### src/rtl/core_pkg.sv
// Shared core definitions used by the writeback path: default queue depth,
// the queued writeback entry layout and a small entry builder.
package core_pkg;

  localparam int WB_DEPTH = 4;

  typedef struct packed {
    logic [4:0]  rd;
    logic [63:0] data;
  } wb_entry_t;

  function automatic wb_entry_t make_wb_entry(input logic [4:0] rd, input logic [63:0] data);
    wb_entry_t e;
    e.rd   = rd;
    e.data = data;
    return e;
  endfunction

endpackage

### src/rtl/writeback_arbiter_if.sv
// Bundle of the ALU and load result channels, the register-file write port
// and the queue status outputs of the writeback arbiter.
//
// Handshake: a channel transfers on a rising clk edge where valid and ready
// are both high. The producer holds rd/data stable while valid is high;
// ready never depends on the same channel's valid, so there is no
// combinational loop between producer and arbiter.
interface writeback_arbiter_if #(
  parameter int DEPTH = 4
);
  localparam int CW = $clog2(DEPTH) + 1;

  logic          alu_valid;
  logic [4:0]    alu_rd;
  logic [63:0]   alu_data;
  logic          alu_ready;

  logic          ld_valid;
  logic [4:0]    ld_rd;
  logic [63:0]   ld_data;
  logic          ld_ready;

  logic [4:0]    rf_rd;
  logic [63:0]   rf_writedata;
  logic          rf_reg_write;

  logic [31:0]   pend_mask;
  logic [CW-1:0] count;

  // Producer side (execution units / testbench)
  modport master (
    output alu_valid, alu_rd, alu_data,
    input  alu_ready,
    output ld_valid, ld_rd, ld_data,
    input  ld_ready,
    input  rf_rd, rf_writedata, rf_reg_write,
    input  pend_mask, count
  );

  // Arbiter side
  modport slave (
    input  alu_valid, alu_rd, alu_data,
    output alu_ready,
    input  ld_valid, ld_rd, ld_data,
    output ld_ready,
    output rf_rd, rf_writedata, rf_reg_write,
    output pend_mask, count
  );

endinterface

### src/rtl/wb_fifo.sv
// Dual-push, single-pop circular queue of writeback entries. Push port 0 is
// written ahead of push port 1 when both fire on the same edge. Full/empty
// are told apart by the occupancy count, never by pointer equality.
module wb_fifo
  import core_pkg::*;
#(
  parameter int DEPTH = WB_DEPTH,
  localparam int AW = $clog2(DEPTH),
  localparam int CW = AW + 1
) (
  input  logic                  clk,
  input  logic                  reset,
  input  logic                  push0,
  input  wb_entry_t             entry0,
  input  logic                  push1,
  input  wb_entry_t             entry1,
  input  logic                  pop,
  output wb_entry_t             head,
  output logic [AW-1:0]         rd_ptr,
  output logic [CW-1:0]         count,
  output wb_entry_t [DEPTH-1:0] entries
);

  wb_entry_t [DEPTH-1:0] mem_q, mem_d;
  logic [AW-1:0]         wr_ptr_q, wr_ptr_d;
  logic [AW-1:0]         rd_ptr_q, rd_ptr_d;
  logic [CW-1:0]         count_q, count_d;
  logic [AW-1:0]         second_slot;

  // Next-state: write up to two entries in order, advance pointers mod DEPTH
  always_comb begin
    mem_d       = mem_q;
    second_slot = wr_ptr_q + AW'(push0);
    if (push0) mem_d[wr_ptr_q]    = entry0;
    if (push1) mem_d[second_slot] = entry1;
    wr_ptr_d = wr_ptr_q + AW'(push0) + AW'(push1);
    rd_ptr_d = rd_ptr_q + AW'(pop);
    count_d  = count_q + CW'(push0) + CW'(push1) - CW'(pop);
  end

  // Pointer and occupancy registers; reset empties the queue
  always_ff @(posedge clk) begin
    if (reset) begin
      wr_ptr_q <= '0;
      rd_ptr_q <= '0;
      count_q  <= '0;
    end else begin
      wr_ptr_q <= wr_ptr_d;
      rd_ptr_q <= rd_ptr_d;
      count_q  <= count_d;
    end
  end

  // Storage needs no reset: slots are only read while counted as occupied
  always_ff @(posedge clk) begin
    mem_q <= mem_d;
  end

  assign head    = mem_q[rd_ptr_q];
  assign rd_ptr  = rd_ptr_q;
  assign count   = count_q;
  assign entries = mem_q;

endmodule

### src/rtl/writeback_arbiter.sv
// Merges ALU and load results into a single register-file write port via a
// small queue. Loads get priority for the last free slot; writes to x0 are
// acknowledged but dropped. pend_mask flags registers with queued writes.
module writeback_arbiter
  import core_pkg::*;
#(
  parameter int DEPTH = WB_DEPTH
) (
  input logic                 clk,
  input logic                 reset,
  writeback_arbiter_if.slave  bus
);

  localparam int AW = $clog2(DEPTH);
  localparam int CW = AW + 1;
  localparam int FW = CW + 1;

  wb_entry_t             head;
  wb_entry_t [DEPTH-1:0] entries;
  logic [AW-1:0]         rd_ptr;
  logic [CW-1:0]         count;
  logic                  pop;
  logic [FW-1:0]         free;
  logic                  ld_ready, alu_ready;
  logic                  ld_push, alu_push;
  logic [AW-1:0]         slot_off;
  logic [31:0]           pend_mask_c;

  // Slots usable this edge count the one freed by the head pop
  always_comb begin
    pop       = (count != '0);
    free      = FW'(DEPTH) - FW'(count) + FW'(pop);
    ld_ready  = !reset && (free >= FW'(1));
    alu_ready = !reset && ((free >= FW'(2)) || ((free >= FW'(1)) && !bus.ld_valid));
    ld_push   = bus.ld_valid  && ld_ready  && (bus.ld_rd  != 5'd0);
    alu_push  = bus.alu_valid && alu_ready && (bus.alu_rd != 5'd0);
  end

  wb_fifo #(
    .DEPTH (DEPTH)
  ) u_fifo (
    .clk     (clk),
    .reset   (reset),
    .push0   (ld_push),
    .entry0  (make_wb_entry(bus.ld_rd, bus.ld_data)),
    .push1   (alu_push),
    .entry1  (make_wb_entry(bus.alu_rd, bus.alu_data)),
    .pop     (pop),
    .head    (head),
    .rd_ptr  (rd_ptr),
    .count   (count),
    .entries (entries)
  );

  // One-hot OR of destination registers over the occupied window
  always_comb begin
    pend_mask_c = '0;
    slot_off    = '0;
    for (int i = 0; i < DEPTH; i++) begin
      slot_off = AW'(i) - rd_ptr;
      if (CW'(slot_off) < count) pend_mask_c[entries[i].rd] = 1'b1;
    end
    pend_mask_c[0] = 1'b0;
  end

  assign bus.alu_ready    = alu_ready;
  assign bus.ld_ready     = ld_ready;
  assign bus.rf_reg_write = pop;
  assign bus.rf_rd        = pop ? head.rd   : 5'd0;
  assign bus.rf_writedata = pop ? head.data : 64'd0;
  assign bus.pend_mask    = pend_mask_c;
  assign bus.count        = count;

endmodule
### src/flat_wrapper.sv
// flat-port wrapper written by rule: the top's interface ports become plain ports
module writeback_arbiter_flat import core_pkg::*;
#(
  parameter int DEPTH = WB_DEPTH
)
  (clk, reset, bus_alu_valid, bus_alu_rd, bus_alu_data, bus_alu_ready, bus_ld_valid, bus_ld_rd, bus_ld_data, bus_ld_ready, bus_rf_rd, bus_rf_writedata, bus_rf_reg_write, bus_pend_mask, bus_count);
  writeback_arbiter_if #(.DEPTH(DEPTH)) bus_i ();
  input logic clk;
  input logic reset;
  input wire logic [$bits(bus_i.alu_valid)-1:0] bus_alu_valid;
  input wire logic [$bits(bus_i.alu_rd)-1:0] bus_alu_rd;
  input wire logic [$bits(bus_i.alu_data)-1:0] bus_alu_data;
  output wire logic [$bits(bus_i.alu_ready)-1:0] bus_alu_ready;
  input wire logic [$bits(bus_i.ld_valid)-1:0] bus_ld_valid;
  input wire logic [$bits(bus_i.ld_rd)-1:0] bus_ld_rd;
  input wire logic [$bits(bus_i.ld_data)-1:0] bus_ld_data;
  output wire logic [$bits(bus_i.ld_ready)-1:0] bus_ld_ready;
  output wire logic [$bits(bus_i.rf_rd)-1:0] bus_rf_rd;
  output wire logic [$bits(bus_i.rf_writedata)-1:0] bus_rf_writedata;
  output wire logic [$bits(bus_i.rf_reg_write)-1:0] bus_rf_reg_write;
  output wire logic [$bits(bus_i.pend_mask)-1:0] bus_pend_mask;
  output wire logic [$bits(bus_i.count)-1:0] bus_count;
  assign bus_i.alu_valid = bus_alu_valid;
  assign bus_i.alu_rd = bus_alu_rd;
  assign bus_i.alu_data = bus_alu_data;
  assign bus_alu_ready = bus_i.alu_ready;
  assign bus_i.ld_valid = bus_ld_valid;
  assign bus_i.ld_rd = bus_ld_rd;
  assign bus_i.ld_data = bus_ld_data;
  assign bus_ld_ready = bus_i.ld_ready;
  assign bus_rf_rd = bus_i.rf_rd;
  assign bus_rf_writedata = bus_i.rf_writedata;
  assign bus_rf_reg_write = bus_i.rf_reg_write;
  assign bus_pend_mask = bus_i.pend_mask;
  assign bus_count = bus_i.count;
  writeback_arbiter #(.DEPTH(DEPTH)) u_core (.clk(clk), .reset(reset), .bus(bus_i));
endmodule
### config.mk
export PLATFORM = sky130hd
export DESIGN_NAME = writeback_arbiter_flat
export DESIGN_NICKNAME = d
export VERILOG_FILES = /design/src/rtl/core_pkg.sv /design/src/rtl/writeback_arbiter_if.sv /design/src/rtl/wb_fifo.sv /design/src/rtl/writeback_arbiter.sv /design/src/flat_wrapper.sv
export SDC_FILE = /design/constraint.sdc
export NUM_CORES = 1
export LEC_CHECK = 0
export CORE_ASPECT_RATIO = 0.9
export CORE_MARGIN = 3
export CORE_UTILIZATION = 34
export CTS_CLUSTER_DIAMETER = 150
export DETAILED_ROUTE_END_ITERATION = 10
export PLACE_DENSITY = 0.57
export SYNTH_ARGS = -nofsm -noshare
export SYNTH_HDL_FRONTEND = slang
export SYNTH_SLANG_ARGS = --single-unit
### constraint.sdc
create_clock -name clk -period 5.2 [get_ports clk]
set_input_delay 0.52 -clock clk [delete_from_list [all_inputs] [get_ports clk]]
set_output_delay 0.52 -clock clk [all_outputs]
set_load 0.005 [all_outputs]
After elaboration in Yosys (flattened, before gate mapping)

Index checks and enable logic that the tools add are counted.

Register bits after elaboration: 283
Input bits: 142
Output and inout port bits: 107
Logic and storage cells: 88

Bitwise gates (word level): 3
Reduce and logical (&&, ||, !) cells: 19
Muxes and demuxes: 24
Magnitude comparators: 19
Add/subtract/negate cells: 12

Operators by type and width:

| kind                                                                                 | number |
|---|---|
| 276-bit bitwise mux                                                                  | 2 |
| 276-bit 2-to-1 mux                                                                   | 2 |
| 69-bit demux with 2-bit select                                                       | 2 |
| 69-bit 2-to-1 mux                                                                    | 3 |
| 69-bit binary-select mux with 2-bit select                                           | 1 |
| 32-bit 2-to-1 mux                                                                    | 4 |
| 32-bit OR                                                                            | 3 |
| 64-bit 2-to-1 mux                                                                    | 1 |
| 5-bit by 6-bit < comparator with 1-bit output (second input constant)                | 4 |
| 1-bit demux with 5-bit select                                                        | 4 |
| 5-bit by 1-bit greater-or-equal comparator with 1-bit output (second input constant) | 4 |
| 1-bit logical AND                                                                    | 13 |
| 2-bit by 3-bit < comparator with 1-bit output                                        | 4 |
| 5-bit nonzero test                                                                   | 2 |
| 2-bit by 3-bit < comparator with 1-bit output (second input constant)                | 3 |
| 2-bit by 1-bit adder with 2-bit output                                               | 3 |
| 3-bit by 1-bit adder with 3-bit output                                               | 2 |
| 5-bit 2-to-1 mux                                                                     | 1 |
| 4-bit by 1-bit adder with 4-bit output                                               | 1 |
| 2-bit by 1-bit greater-or-equal comparator with 1-bit output (second input constant) | 2 |
| 4-bit by 1-bit greater-or-equal comparator with 1-bit output (second input constant) | 1 |
| 4-bit by 2-bit greater-or-equal comparator with 1-bit output (second input constant) | 1 |
| 1-bit 2-to-1 mux                                                                     | 4 |
| 1-bit by 2-bit subtractor with 2-bit output (first input constant)                   | 2 |
| other kinds (6)                                                                      | 8 |

Longest topological paths before layout

Word-level depth: 13
Mapped depth: 20
Gate-level depth less buffers: 16

Hierarchy

Synthesis repeated with hierarchy kept, for this count alone.

Cell total of the unflattened synthesis: 1945
Area total of the unflattened synthesis: 15279.7 um^2

By module, submodules not included:

| module            | area an instance (um^2) | times used | cells each | seq. area each (um^2) |
|---|---|---|---|---|
| wb_fifo           | 13411.6                 | 1          | 1662       | 5665.4 |
| writeback_arbiter | 1868.0                  | 1          | 283        | 0.0 |

Worst setup path before layout

No wires, ideal clock.

Path kind: reg-to-reg
Start: reg u_core.u_fifo.count_q[2], in the netlist u_core.u_fifo.count[2]
End: reg u_core.u_fifo.mem_q, in the netlist u_core.u_fifo.entries[59]
Stages on the path, launching flop included: 20
Buffers on the path: 4
Required time: 5063 ps
Slack: 1173 ps
Setup time: 137 ps
Arrival time: 3890 ps
Clock period less this slack: 4027 ps
Path through: dfxtp_1 -> buf_2 -> inv_1 -> nand3_1 -> inv_1 -> clkbuf_1 -> ha_1 -> inv_1 -> ha_1 -> nor2b_1 -> a211oi_1 -> and3_1 -> ha_1 -> xor2_1 -> or3_1 -> or3_1 -> buf_2 -> buf_2 -> nor2_1 -> a31oi_1

RTL lines:

| element                | RTL line      | text |
|---|---|---|
| start, declared        | wb_fifo.sv:27 | `logic [CW-1:0] count_q, count_d;` |
| start signal, assigned | wb_fifo.sv:50 | `count_q <= count_d;` |
| end signal, assigned   | wb_fifo.sv:56 | `mem_q <= mem_d;` |
| end, declared          | wb_fifo.sv:24 | `wb_entry_t [DEPTH-1:0] mem_q, mem_d;` |

==> impl_results.md <==
* Synthesized area at 15,100 um2
* DR WL/cell at 20.4 um
* P_int at 8.05 mW
* Transition time of the tightest slew-check pin at 1.05 ns
* Synth Flop Type: dfxtp_1
* RSZ-0062 raised after global routing: false
* Hold EP: u_core.u_fifo.entries[253]
* # fillers at 4,277
* Clock buffer count from CTS at 35
* Row cnt at 72
* Maximum vdd drop at 0.339 mV
* Synth top area share at 37.6%
* Slowest CP cell: or3_4
* Register area at 5670 um2
* Die Width at 228 um
* Port bufs at 247
* Flop2flop setup slack at 0.78 ns
* Final nets at 2,236
* Reg-to-Reg Start: u_core.u_fifo.count[2]
* CTS clk-pin slew, worst paths at 0.06 ns
* Crit-path cells: inv_1 > nand3_1 > inv_2 > ha_1 > inv_1 > ha_1 > nor2b_1 > a211oi_1 > and3_1 > ha_1 > xor2_1 > or3_1 > or3_4 > buf_12 > nor2_1 > a31oi_1
* Setup violators final at 0
* Slew Limit Fails at 0
* Logic pwr share at 48.1%
* Reg-to-reg critical path endpoint: u_core.u_fifo.entries[7]
* Vias in the first global route at 14,411
* Max Cap Viol at 0
* Multi-input logic area at 8580 um2
* Via density at 5.51
* Clk sinks at 283
* R2r worst-path depth at 16
* Placed cell area at 17,800 um2
* Worst Path Arrival at 4.83 ns
* Post-CTS Setup Repair Bufs at 0
* Distinct cells, synth at 55
* Largest net degree at the start of global routing at 81
* Post-CTS Resized at 0
* Synth top area cells: dfxtp_1, nand2_1, a31oi_1
* FF+latch count, synth at 283
* Most common cell on crit path: ha_1
* Tcrit/Tclk final at 85.0%
* Crit Path Max Fanout at 71
* Status: complete, no violations
* Sequential-to-total area share from yosys stat at 37.6%
* Post-route cell area at 19,000 um2
* Max_slew headroom at 30.3%
* CP endpoint kind: flop
* CP Buf/Inv Count at 4
* Die H at 206 um
* Final Hold Fails at 0
* Biggest area consumer among synthesized cells: dfxtp_1
* Clk_lat worst skew at 0.51 ns
* Initial antenna violation count at 5
* Syn. warnings at 0
* Remaining global-route overflow at 0
* Area Overhead vs Synth at 26.0%
* Root Driver: clkbuf_16
* Hold Crit Class: reg2reg
* Final TNS setup at 0 ns
* Total core area at 43,300 um2
* Post-synth EDFFs at 0
* Routed Antenna Nets at 0
* Post-Syn Instances at 1,937
* Via count at 14,854
* Share of layout cells above drive strength 1 at 8.03%
* Clock Path Buffers at 3
* Min-delay src: u_core.u_fifo.entries[253]
* PwrDens at 674 nW/um2
* All-Layer GR Usage at 22.5%
* Final Skew at 0.0260 ns
* Ports at 249
* Crit Path Category: reg2reg
* DRC at 0
* Initial Util at 34.7%
* Final wirelength at 55,100 um
* Die Footprint at 46,800 um2
* Number of hold buffers added after CTS at 0
* H-Tree Depth at 2
* TritonRoute pass-1 iters at 5
* Iter 0 DRT Violations at 1,161
* Post-route insts no fill at 2,698
* Peak Freq at 0.226 GHz
* Clk pwr share at 19.1%
* Reg power frac at 32.9%
* Synth Area per Inst at 7.77 um2
* Net Count, Synth at 2,092
* Leakage dissipation at 7.38 nW
* Tot Pwr at 12.8 mW
* Share of synthesized registers carrying an async set or reset at 0%
* Commonest non-fill, non-tap cells in the layout: nand2_1, nor2_1, dfxtp_1, a31oi_1, clkdlybuf4s50_1
* Data required, critical path at 5.61 ns
* Post-Place Cells at 2,636
* Startpoint types: flop
* Sw Share at 37.0%
* Post-route minimum period at 4.42 ns
* Commonest non-fill, non-tap cell in the layout: nand2_1
* DP HPWL at 33,700 um
* First-pass GRT wire length at 83,900 um
* CTS tree: built
* Sw power at 4.74 mW
* RePlAce Congestion at 0.903
* Hold depth at 2
* Worst path max stage delay at 0.64 ns
* Crit path max-delay family: simple AND/OR/NAND/NOR gates
## cell usage after synthesis, types with 2 or more instances
| cell type | n |
|---|---|
| a22oi_1 | 2 |
| a21oi_1 | 24 |
| and2_1 | 4 |
| a221o_1 | 15 |
| o22ai_1 | 16 |
| nor3_1 | 10 |
| o221ai_1 | 6 |
| xor2_1 | 2 |
| nand3_1 | 18 |
| xnor2_1 | 3 |
| inv_1 | 11 |
| a31oi_1 | 256 |
| buf_2 | 72 |
| o211ai_1 | 3 |
| a211oi_2 | 4 |
| nor2_1 | 313 |
| nor2b_1 | 86 |
| or3_1 | 4 |
| nand2b_1 | 12 |
| buf_6 | 12 |
| a2bb2o_1 | 3 |
| o21bai_1 | 2 |
| a211o_1 | 7 |
| or3b_1 | 2 |
| clkbuf_1 | 77 |
| o21ai_0 | 4 |
| a32oi_1 | 20 |
| fa_1 | 2 |
| o2bb2ai_1 | 3 |
| and3_1 | 7 |
| o22a_1 | 2 |
| nand2_1 | 544 |
| buf_1 | 4 |
| ha_1 | 11 |
| mux4_2 | 69 |
| buf_4 | 3 |
| o2bb2a_1 | 4 |
| dfxtp_1 | 283 |
## layer usage
metal | global-route usage, % | share of wire, %
met3 | 3.89 | 6.3
met5 | 0 | 0.076
met2 | 38.5 | 48
met4 | 6.26 | 2.0
met1 | 29.3 | 44
## stage by stage
step,worst slack [ns],util [%],hold slack (ns)
floorplan,1.17,-,0.445
global placement,0.982,41.1,0.453
detailed placement,0.859,41.1,0.462
CTS,0.840,43.8,0.470
global route,0.383,43.8,0.483
finish,0.778,43.8,0.469
## flip-flops by register name, indices dropped and copies added, names as in the netlist
register / cells
u_core.u_fifo.entries: 276
u_core.u_fifo.rd_ptr: 2
u_core.u_fifo.wr_ptr_q: 2
u_core.u_fifo.count: 3
## worst max path at each step
| stage | depth (start not counted) | from | end | slack (ns) |
|---|---|---|---|---|
| after floorplan | 19 | u_core.u_fifo.count[2] | u_core.u_fifo.entries[59] | 1.17 |
| after global placement | 16 | u_core.u_fifo.count[2] | u_core.u_fifo.entries[155] | 0.98 |
| after detailed placement | 16 | u_core.u_fifo.count[2] | u_core.u_fifo.entries[162] | 0.86 |
| after CTS | 16 | u_core.u_fifo.count[2] | u_core.u_fifo.entries[162] | 0.84 |
| after global routing | 16 | u_core.u_fifo.count[2] | u_core.u_fifo.entries[16] | 0.38 |
| final | 16 | u_core.u_fifo.count[2] | u_core.u_fifo.entries[7] | 0.78 |
## final cells by class
type                            instances  share of cell area [%]
Tap cell                              592                    3.90
Clock buffer                           55                    5.60
Clock inverter                          5                   0.429
Inverter                               11                   0.218
Multi-Input combinational cell       1475                    45.3
Timing Repair Buffer                  275                    14.7
Antenna cell                            2                  0.0264
Sequential cell                       283                    29.9
## logic make-up (layout without fill, tap and decap cells)
| family | Yosys count | in the layout | share of synthesized area, % |
|---|---|---|---|
| buffers and inverters | 179 | 346 | 5.74 |
| AOI/OAI and AO/OA | 377 | 377 | 17.0 |
| muxes | 69 | 69 | 10.3 |
| and+or+nand+nor | 1010 | 1010 | 27.8 |
| adders and majority gates | 13 | 13 | 1.18 |
| xor gates and xnor gates | 5 | 5 | 0.291 |
| DFF | 283 | 283 | 37.6 |
| other | 1 | 3 | 0.0249 |
## power groups by stage
stage	Clock, mW	Combinational (mW)	Sequential [mW]
after floorplan	0	3.98	3.79
after global placement	0	6.02	4.17
after detailed placement	0	6.13	4.21
after CTS	2.48	6.15	4.18
after global routing	2.56	6.69	4.33
final	2.44	6.15	4.20
## tightest hold or removal path, delay by kind of cell (launching register included)
family	cells	cell delay, ns
AND/OR/NAND/NOR	1	0.05
flip-flops	1	0.31
AO/OA/AOI/OAI	1	0.07
Note: power is estimated with default switching activity, not from simulation.
